$ cat src/rtl/program_feeder.sv
// rtl/program_feeder.sv - program store that streams opcode/immediate byte pairs into the CPU core
// Fetches are triggered by send_ins rising edges; the PC is sampled one cycle after each request.
module program_feeder #(
  parameter int ADDR_W   = 6,
  parameter int DEPTH    = 64,
  parameter int INS_HOLD = 2
) (
  input  logic              clk,
  input  logic              rst,
  input  logic              prog_we,
  input  logic [ADDR_W-1:0] prog_addr,
  input  logic [15:0]       prog_data,
  input  logic [ADDR_W-1:0] prog_len,
  input  logic              start,
  input  logic [7:0]        cpu_status,
  output logic [7:0]        cpu_bus,
  output logic              busy,
  output logic              done,
  output logic [7:0]        err_count
);

  localparam int HW = (INS_HOLD > 1) ? $clog2(INS_HOLD) : 1;

  typedef enum logic [2:0] {
    IDLE,
    WAIT_PC,
    DRIVE_OP,
    DRIVE_IMM,
    HALT
  } state_t;

  state_t            state;
  logic [15:0]       mem [DEPTH];
  logic [ADDR_W-1:0] addr;
  logic [HW-1:0]     hold_cnt;
  logic              send_prev;

  logic              send_ins;
  logic              invalid_ins;
  logic [ADDR_W-1:0] pc;
  logic              req;
  logic [15:0]       word_addr;
  logic [15:0]       word_pc;
  logic [15:0]       word_first;

  assign send_ins    = cpu_status[7];
  assign invalid_ins = cpu_status[6];
  assign pc          = cpu_status[ADDR_W-1:0];
  assign req         = send_ins & ~send_prev;
  assign word_addr   = mem[addr];
  assign word_pc     = mem[pc];
  assign word_first  = mem[0];

  // Program store is deliberately left out of reset so a restart replays the loaded program.
  always_ff @(posedge clk) begin
    if (state == IDLE && prog_we && !start) begin
      mem[prog_addr] <= prog_data;
    end
  end

  always_ff @(posedge clk or posedge rst) begin
    if (rst) begin
      state     <= IDLE;
      cpu_bus   <= 8'h00;
      busy      <= 1'b0;
      done      <= 1'b0;
      err_count <= 8'h00;
      hold_cnt  <= '0;
      send_prev <= 1'b0;
      addr      <= '0;
    end else begin
      send_prev <= send_ins;
      if (invalid_ins && err_count != 8'hFF) begin
        err_count <= err_count + 8'd1;
      end

      case (state)
        IDLE: begin
          if (start) begin
            if (prog_len == '0) begin
              state   <= HALT;
              cpu_bus <= 8'h00;
              done    <= 1'b1;
            end else begin
              state    <= DRIVE_OP;
              addr     <= '0;
              cpu_bus  <= word_first[15:8];
              busy     <= 1'b1;
              hold_cnt <= '0;
            end
          end
        end

        // Requests arriving here are swallowed: the opcode window always runs its full length.
        DRIVE_OP: begin
          if (hold_cnt == HW'(INS_HOLD - 1)) begin
            state   <= DRIVE_IMM;
            cpu_bus <= word_addr[7:0];
          end else begin
            hold_cnt <= hold_cnt + HW'(1);
          end
        end

        DRIVE_IMM: begin
          if (req) begin
            state <= WAIT_PC;
          end
        end

        // The core has updated its PC by now, so branches and wrap need no special casing.
        WAIT_PC: begin
          if (pc >= prog_len) begin
            state   <= HALT;
            cpu_bus <= 8'h00;
            busy    <= 1'b0;
            done    <= 1'b1;
          end else begin
            state    <= DRIVE_OP;
            addr     <= pc;
            cpu_bus  <= word_pc[15:8];
            hold_cnt <= '0;
          end
        end

        HALT: begin
          cpu_bus <= 8'h00;
          done    <= 1'b1;
          busy    <= 1'b0;
        end

        default: begin
          state   <= IDLE;
          cpu_bus <= 8'h00;
          busy    <= 1'b0;
          done    <= 1'b0;
        end
      endcase
    end
  end

endmodule
$ cat config.mk
export PLATFORM = sky130hd
export DESIGN_NAME = program_feeder
export DESIGN_NICKNAME = d
export VERILOG_FILES = /design/src/rtl/program_feeder.sv
export SDC_FILE = /design/constraint.sdc
export NUM_CORES = 1
export LEC_CHECK = 0
export CAP_MARGIN = 20
export CORE_AREA = 2 2 290 292
export CTS_BUF_LIST = sky130_fd_sc_hd__clkbuf_8
export CTS_CLUSTER_DIAMETER = 50
export DETAILED_ROUTE_END_ITERATION = 8
export DIE_AREA = 0 0 292 294
export HOLD_SLACK_MARGIN = 0.1
export PLACE_DENSITY = 0.65
export SETUP_SLACK_MARGIN = 0.02
export SYNTH_ARGS = -nofsm -noshare
export SYNTH_HDL_FRONTEND = slang
export SYNTH_SLANG_ARGS = --single-unit
$ cat constraint.sdc
create_clock -name clk -period 3 [get_ports clk]
set_input_delay 0.9 -clock clk [delete_from_list [all_inputs] [get_ports clk]]
set_output_delay 0.9 -clock clk [all_outputs]
set_load 0.02 [all_outputs]
==> After elaboration in Yosys (flattened, before gate mapping) <==
Memories as Yosys holds them, arrays and structs flattened.
Index checks and enable logic that the tools add are counted.
{ "word_totals": {"regBits": 29, "mem_bits_rw": 1024, "out_inout_bits": 18, "word_cells": 74, "mem_count": 1} }
{ "classes": {"n_addsub": 2, "n_lt_le_gt_ge": 1, "eq_ne": 12, "muxes": 30, "n_bitwise": 5, "reduce_logical": 15} }
{ "memory_table": {"columns": ["memory", "depth", "width", "rd", "rd_ports_with_merged_regs", "write_ports", "line_no", "rtl"], "rows": [
  ["mem", 64, 16, 3, 0, 1, "33", "logic [15:0] mem [DEPTH];"]
]} }
{ "op_table": {"columns": ["cell", "n"], "rows": [
  ["two-way mux 8 bit", 4],
  ["case mux 8 bit (4 select lines)", 1],
  ["AND reduction 4 bit", 5],
  ["two-way mux 6 bit", 3],
  ["two-way mux 3 bit", 5],
  ["case mux 3 bit (5 select lines)", 1],
  ["two-way mux 1 bit", 12],
  ["!= test 2 bit (second input constant)", 6],
  ["case mux 6 bit (2 select lines)", 1],
  ["adder 8 x 1 -> 8 bit (second input constant)", 1],
  ["!= test 8 bit (second input constant)", 1],
  ["equality test 3 x 2 -> 1 bit (second input constant)", 2],
  [">= comparator 6 bit", 1],
  ["zero test 6 bit", 1],
  ["case mux 1 bit (3 select lines)", 2],
  ["inverter 1 bit", 4],
  ["case mux 1 bit (4 select lines)", 1],
  ["equality test 3 x 1 -> 1 bit (second input constant)", 1],
  ["equality test 3 bit (second input constant)", 1],
  ["logical AND 1 bit", 3],
  ["zero test 3 bit", 1],
  ["AND reduction 3 bit", 1],
  ["nonzero test 3 bit", 1],
  ["!= test 2 x 1 -> 1 bit (second input constant)", 1],
  ["other kinds (5)", 5]
]} }

==> Logic depth before layout (Yosys ltp) <==
Gate-level depths: netlist (run 1).
{ "depth": {"depth_word": 5, "depth_mapped": 13, "ltp_nobuf": 8} }

==> Worst setup path before layout (run 1) <==
Ideal clock, no wire load.
{ "synth_path": {"kind": "input -> register", "from": "input port cpu_status[0]", "to": "register addr[2]", "arrival_ns": 3.403, "required_ns": 2.879, "path_slack_ns": -0.524, "stages": 13, "path_buffers": 5, "path_cell_list": "buf_2 buf_4 buf_2 buf_2 inv_1 ha_1 nor2b_1 o21ai_0 a41oi_1 a31oi_1 or4_1 clkbuf_1 a22o_1"} }
{ "synth_between": {"elab_chain_len": 3} }
{ "synth_rtl": {"columns": ["element", "line_no", "rtl"], "rows": [
  ["from (decl)", "15", "input logic [7:0] cpu_status,"],
  [">= comparator 6 bit", "112", "if (pc >= prog_len) begin"],
  ["!= test 2 bit (no source line)", null, null],
  ["AND reduction 4 bit (no source line)", null, null],
  ["to (signal assigned)", "119", "addr <= pc;"],
  ["to (decl)", "34", "logic [ADDR_W-1:0] addr;"]
]} }
Every way passes these cells.
A chain may end at the register's enable or synchronous reset.

==> Worst setup path after layout (run 1) <==
{ "layout_path": {"from": "register cpu_bus[6]", "to": "output port cpu_bus[6]"} }
{ "layout_lines": {"columns": ["element", "line_no", "rtl"], "rows": [
  ["from (decl)", "16", "output logic [7:0] cpu_bus,"],
  ["from (signal assigned)", "87", "cpu_bus <= word_first[15:8];"],
  ["from (signal assigned)", "98", "cpu_bus <= word_addr[7:0];"],
  ["from (signal assigned)", "120", "cpu_bus <= word_pc[15:8];"]
]} }
No word-level cell between the ends.

==> summary.txt, run 1 <==
Outcome
  – Status: complete, no violations

Critical path
  – Arr. time, crit path: 2.03 ns
  – Crit path from: cpu_bus[6]
  – CP Depth: 1
  – WS Path Type: reg -> out
  – Worst reg-to-reg setup slack: 0.16 ns
  – Crit Path Max Fanout: 2
  – Worst endpoint required time: 2.10 ns
  – Delay of the slowest critical-path stage: 0.67 ns
  – Delay-heaviest family, CP: buffers and inverters
  – Startpoint Class: flip-flop
  – Worst R2R Path Depth: 8
  – CP Capture Type: primary output
  – R2r startpoint: addr[0]
  – Capture point of the worst reg-to-reg path: cpu_bus[7]
  – Worst path buffer plus inverter count: 1
  – CP Capture Point: cpu_bus[6]
  – CP max stage cell: clkdlybuf4s50_1
  – CP cell instances: clkdlybuf4s50_1

GRT
  – Overall overflow remaining after global route: 0
  – Initial antenna violation count: 5
  – Number of global-route vias before repair: 21402
  – Largest net degree at the start of global routing: 66
  – First-pass GRT wire length: 146000 um
  – GRT Overall Usage: 23.9%

Logic synthesis
  – Post-synthesis register bit count: 1053
  – Ys Warns: 0
  – Avg Inst Size Synth: 22.5 sq um
  – Post-synth ARST share: 2.75%
  – Seq/Total Area, Yosys: 76.8%
  – Top cells by area, synth: edfxtp_1 75%, mux4_2 15%, dfrtp_1 1.8%, mux2i_1 0.95%, nor2_1 0.80%
  – Synth Flop Type: edfxtp_1
  – Post-synth EDFFs: 1024
  – Syn nets: 1865
  – Post-synth cell types: 60
  – Share of the synthesized area in the top cell type: 75.1%
  – Mapped cell area: 41000 sq um
  – Mapped Cells: 1818
  – Biggest area consumer among synthesized cells: edfxtp_1

Floorplanning
  – Die Footprint: 85800 sq um
  – Initial Utilization: 49.4%
  – Area of the core: 82900 sq um
  – Die Span Y: 294 um
  – Die Wd: 292 um
  – Num ports: 58
  – Num rows: 106

Placement
  – Placed cells: 3066
  – Gpl congestion: 0.904
  – Port Buf Inserts: 57
  – DP HPWL: 60400 um
  – DP Area: 44900 sq um

Run
  – Max-cap violation count: 0

STA
  – Worst-margin pin slew: 0.771 ns
  – Slew Limit Headroom: 48.6%
  – Final hold violations: 0
  – RSZ-0062 raised after global routing: no
  – Max-slew violation count: 0
  – Max Fclk: 342 MHz
  – Final setup vio count: 0
  – Final clock skew: 0.0381 ns
  – Final Critical Period: 2.93 ns
  – Fin crit share: 97.5%

CTS
  – H-tree levels: 4
  – Post-CTS Hold Buffers: 0
  – Postcts setup bufs: 0
  – Resized Gates After CTS: 0
  – CTS Buffer Depth: 3
  – Root Buffer: clkbuf_8
  – Clock slew at reported path FFs: 0.06 ns
  – CTS Buf Count: 168
  – Worst skew pair latency: 0.82 ns
  – TritonCTS clock tree: yes
  – Clock Sinks: 1053

Worst hold path
  – Worst Hold Class: in -> async

Final layout
  – Fillers: 5898
  – Nets: 2204
  – Final cell count without fillers: 3374
  – Post-Layout Inst Area: 48100 sq um
  – Layout cell share with drive strength beyond 1: 33.2%
  – Synth-to-Final Area Change: 17.4%

Routing
  – WL final: 100000 um
  – Final ANT Viol Nets: 0
  – Vias per cell: 6.10
  – Vias: 20593
  – DRC errors left: 0
  – DR iter-0 viols: 2351
  – Drt first pass iters: 7
  – Wire per inst: 29.6 um

Power
  – Max VDD drop: 430 uV
  – Pwr Density: 705 nW/um^2
  – Pleak: 0.0156 uW
==> stage by stage <==
stage / util, % / TNS (ns) / total power [uW] / hold WS [ns] / worst slack [ns]
after floorplan: - / 0 / 20500 / 0.506 / 0.0205
after global placement: 54.2 / -84.04 / 22600 / 0.486 / -0.319
after detailed placement: 54.2 / -111.99 / 22700 / 0.489 / -0.371
after CTS: 58.0 / 0 / 34100 / 0.439 / 0.0563
after global routing: 58.0 / 0 / 35100 / 0.515 / 0.0285
final: 58.0 / 0 / 33900 / 0.484 / 0.0749
==> flip-flops by register name (all words and copies together), names as in the netlist <==
| name | cells |
|---|---|
| hold_cnt | 1 |
| send_prev | 1 |
| mem | 1024 |
| state | 3 |
| done | 1 |
| addr | 6 |
| busy | 1 |
| cpu_bus | 8 |
| err_count | 8 |
==> worst min path at each step <==
stage,slack [ns],to,from,cells after the start
finish,0.48,err_count[7],rst,3
global route,0.52,err_count[3],rst,3
CTS,0.44,err_count[7],rst,3
detailed placement,0.49,err_count[7],err_count[7],1
global placement,0.49,err_count[7],err_count[7],1
floorplan,0.51,cpu_bus[5],mem[0][13],2
==> kinds of logic (layout without fill, tap and decap cells) <==
family | count (synthesis) | count (layout) | synth area share, %
AOI/OAI and AO/OA | 91 | 91 | 1.60
xor gates and xnor gates | 7 | 7 | 0.150
adders and majority gates | 7 | 7 | 0.214
buffers and inverters | 111 | 586 | 1.42
DFF | 1053 | 1053 | 76.8
muxes | 347 | 347 | 17.4
other | 0 | 1 | 0
and+or+nand+nor | 202 | 202 | 2.36
==> cells in the mapped netlist, types with 15 or more instances <==
cell	instances
a22oi_1	16
edfxtp_1	1024
buf_2	34
mux2_2	20
inv_1	16
nand2_1	38
mux2i_1	39
a21oi_1	16
mux4_2	280
nor2_1	87
dfrtp_1	29
nand3_1	15
clkbuf_1	29
==> layout by cell type, fill, tap and decap left out, types with 14 or more instances in the layout <==
| master | synthesis | layout |
|---|---|---|
| nand3_1 | 15 | 15 |
| buf_12 | 0 | 82 |
| buf_4 | 10 | 124 |
| clkdlybuf4s50_1 | 0 | 37 |
| edfxtp_1 | 1024 | 1024 |
| a21oi_1 | 16 | 16 |
| nand2_1 | 38 | 38 |
| mux2_2 | 20 | 20 |
| a22oi_1 | 16 | 16 |
| nor2_2 | 0 | 20 |
| mux2i_1 | 39 | 39 |
| buf_2 | 34 | 16 |
| clkinv_2 | 0 | 14 |
| clkbuf_8 | 0 | 173 |
| clkinv_1 | 2 | 51 |
| inv_1 | 16 | 67 |
| dfrtp_1 | 29 | 25 |
| mux4_2 | 280 | 280 |
| nor2_1 | 87 | 67 |
==> metal layers <==
layer  wire, um  vias up  global-route usage (%)
met5          9        -                       0
met4       2970        2                    8.88
met3       8480      198                    5.05
met2      47600     1050                    37.0
met1      41000    10915                    33.9
li1           -     8428                       -
==> worst register-to-register path: stages, from the launching register on <==
cell and delay (ns):
dfrtp_4 0.53, buf_12 0.28, clkinv_1 0.62, buf_4 0.38, a22oi_1 0.16, mux2_2 0.20, a211oi_1 0.12, a311oi_1 0.30
a311oi_1 0.13
==> power by group <==
part | internal [uW] | leakage [uW] | switching [uW]
clock network | 5850 | 0.00180 | 5620
registers | 16300 | 0.00955 | 386
logic | 2740 | 0.00423 | 2950
==> layout make-up <==
class / instances / area (sq um) / share of cell area, %
Multi-Input combinational cell: 654 / 8980 / 18.7
Sequential cell: 1053 / 31500 / 65.5
Tap cell: 1080 / 1350 / 2.81
Clock buffer: 173 / 2380 / 4.95
Timing Repair Buffer: 262 / 3050 / 6.34
Inverter: 18 / 67.6 / 0.141
Antenna cell: 1 / 2.50 / 0.00520
Clock inverter: 133 / 762 / 1.58
(Power assumes the default switching activity.)
==> inputs of run 2 (changes only) <==
- CAP_MARGIN: 20 -> 10
- DONT_BUFFER_PORTS: not set -> 1
- PLACE_DENSITY: 0.65 -> not set
- SLEW_MARGIN: not set -> 0
==> run 2 against run 1 <==
Net effect:
- critical path depth up 5
- utilization down 2.4 points
- largest power group unchanged
- largest cell class unchanged
- non-clock buffer count decreased by 145
- first-iteration DRC count decreased by 5.8%
- register-to-register slack lost 0.04 ns
==> summary.txt, run 2 (same netlist as run 1, synthesis figures left out) <==
Critical path
  – Worst reg-to-reg setup slack: 0.12 ns (was 0.16 ns)
  – Arr. time, crit path: 3.57 ns (was 2.03 ns)
  – CP Capture Type: flip-flop (was primary output)
  – Crit Path Max Fanout: 8 (was 2)
  – WS Path Type: reg -> reg (was reg -> out)
  – Crit path from: addr[0] (was cpu_bus[6])
  – R2r startpoint: addr[0] (unchanged)
  – Delay of the slowest critical-path stage: 0.61 ns (was 0.67 ns)
  – Worst R2R Path Depth: 6 (was 8)
  – CP max stage cell: mux4_1 (was clkdlybuf4s50_1)
  – CP cell instances: buf_4, mux4_1, mux4_2, mux2i_1, o21ai_0, a211o_1 (was clkdlybuf4s50_1)
  – Worst endpoint required time: 3.69 ns (was 2.10 ns)
  – Capture point of the worst reg-to-reg path: cpu_bus[3] (was cpu_bus[7])
  – Startpoint Class: flip-flop (unchanged)

GRT
  – Overall overflow remaining after global route: 0 (unchanged)
  – Number of global-route vias before repair: 20446 (was 21402)
  – Initial antenna violation count: 7 (was 5)
  – GRT Overall Usage: 23.8% (was 23.9%)
  – Largest net degree at the start of global routing: 124 (was 66)
  – First-pass GRT wire length: 144000 um (was 146000 um)

Floorplanning
  – Die Span Y: 294 um (unchanged)
  – Die Footprint: 85800 sq um (unchanged)
  – Num ports: 58 (unchanged)
  – Die Wd: 292 um (unchanged)
  – Initial Utilization: 49.4% (unchanged)
  – Num rows: 106 (unchanged)
  – Area of the core: 82900 sq um (unchanged)

Worst hold path
  – Worst Hold Class: in -> reg (was in -> async)
  – Min-delay src: prog_data[15]
  – Hold path endpoint: mem[55][15]
  – Hold path depth: 0

Power
  – Pleak: 0.0147 uW (was 0.0156 uW)
  – Pwr Density: 707 nW/um^2 (was 705 nW/um^2)
  – Max VDD drop: 438 uV (was 430 uV)
  – Total Power: 32600 uW (was 33900 uW)

Routing
  – Vias: 19723 (was 20593)
  – Wire per inst: 30.9 um (was 29.6 um)
  – DRC errors left: 0 (unchanged)
  – Drt first pass iters: 5 (was 7)
  – Vias per cell: 6.11 (was 6.10)
  – Final ANT Viol Nets: 0 (unchanged)
  – DR iter-0 viols: 2214 (was 2351)
  – WL final: 99700 um (was 100000 um)

Final layout
  – Fillers: 6212 (was 5898)
  – Synth-to-Final Area Change: 12.6% (was 17.4%)
  – Largest regs: mem: 1024 flops, cpu_bus: 8 flops, err_count: 8 flops (unchanged)
  – Layout cell share with drive strength beyond 1: 31.1% (was 33.2%)
  – Max reg flops: 1024 (unchanged)
  – Commonest non-fill, non-tap cells in the layout: 1024 x edfxtp_1, 280 x mux4_2, 175 x clkbuf_8 (was 1024 x edfxtp_1, 280 x mux4_2, 173 x clkbuf_8)
  – Nets: 2064 (was 2204)
  – Post-layout util: 55.6% (was 58.0%)
  – Commonest non-fill, non-tap cell in the layout: edfxtp_1 (unchanged)
  – Largest Register: mem (unchanged)

CTS
  – Clock slew at reported path FFs: 0.06 ns (about the same)
  – H-tree levels: 4 (unchanged)
  – Root Buffer: clkbuf_8 (unchanged)
  – TritonCTS clock tree: yes (unchanged)
  – Clock Sinks: 1053 (unchanged)
  – Worst skew pair latency: 0.81 ns (was 0.82 ns)
  – Resized Gates After CTS: 0 (unchanged)
  – CTS Buf Count: 173 (was 168)
  – CTS Buffer Depth: 3 (unchanged)

Outcome
  – Status: complete, no violations (unchanged)

STA
  – RSZ-0062 raised after global routing: no (unchanged)
  – Final Critical Period: 2.88 ns (was 2.93 ns)
  – Final setup vio count: 0 (unchanged)
  – Final clock skew: 0.0330 ns (was 0.0381 ns)
  – Worst-margin pin slew: 0.952 ns (was 0.771 ns)
  – Max-slew violation count: 0 (unchanged)
  – Max Fclk: 347 MHz (was 342 MHz)
  – Slew Limit Headroom: 36.5% (was 48.6%)
  – Final hold violations: 0 (unchanged)
  – Worst setup margin: 0.120 ns (was 0.0749 ns)
  – Fin crit share: 96.0% (was 97.5%)
  – Setup_tns: 0 ns (unchanged)

Placement
  – Gpl congestion: 0.849 (was 0.904)
  – Setup WS pre-CTS: 0.163 ns (was -0.371 ns)
  – Port Buf Inserts: 0 (was 57)
  – DP HPWL: 56600 um (was 60400 um)

Run
  – Max-cap violation count: 0 (unchanged)
==> run 2: changes by cell type in the layout (fill, tap and decap cells not counted), sizes merged <==
cell           previous run  this run
inv                      77        80
bufinv                    5         0
clkinv                   68        66
clkbuf                  174       175
clkinvlp                  1         2
clkdlybuf4s50            37         0
buf                     224       115
dlygate4sd3               0         2
==> run 2: what timing repair did <==
item,4_1_cts,5_1_grt
hold buffers,2,0
buffers inserted,0,0
endpoints found under the hold margin,30,0
==> run 2: where the power goes <==
part / total [uW] / switching (uW) / internal, uW
Sequential: 16900 / 590 / 16300
Clock: 10900 / 5480 / 5430
Combinational: 4750 / 2290 / 2460
==> run 2: worst max-delay path by stage <==
| stage | end |
|---|---|
| 6_report | cpu_bus[3] |
| 5_1_grt | cpu_bus[3] |
| 4_1_cts | cpu_bus[3] |
| 3_5_place_dp | cpu_bus[3] |
| 3_3_place_gp | addr[0] |
| 2_1_floorplan | addr[2] |
==> run 2: critical path, delay by kind of cell, from the launching register on <==
family	cells	cell delay, ns
multiplexers	3	1.50
AO/OA/AOI/OAI	2	0.46
buffers and inverters	1	0.25
flip-flops	1	0.53
==> run 2: stage by stage <==
step                hold slack, ns  instances  area [sq um]
CTS                          0.105       3227         46100
finish                       0.181       3228         46100
global placement             0.553       2919         43100
global route                 0.120       3228         46100
floorplan                    0.506       1818         41000
detailed placement           0.561       2920         43100
==> run 2: final cells by class <==
cell class	count	area, sq um	share of cell area, %
clock buffers	175	2410	5.22
clock inverters	130	577	1.25
well taps	1080	1350	2.93
flip-flops and latches	1053	31500	68.3
diodes	1	2.50	0.00542
inverters	18	67.6	0.146
repair buffers	117	1210	2.61
multi-input cells	654	9030	19.6
==> run 2: metal layers <==
layer	vias to the layer above	track usage (%)	share of wire, %
li1	8121	-	-
met1	10642	33.0	41
met2	809	37.7	48
met3	147	6.25	8.8
met4	4	6.74	2.1
met5	-	0	0.031
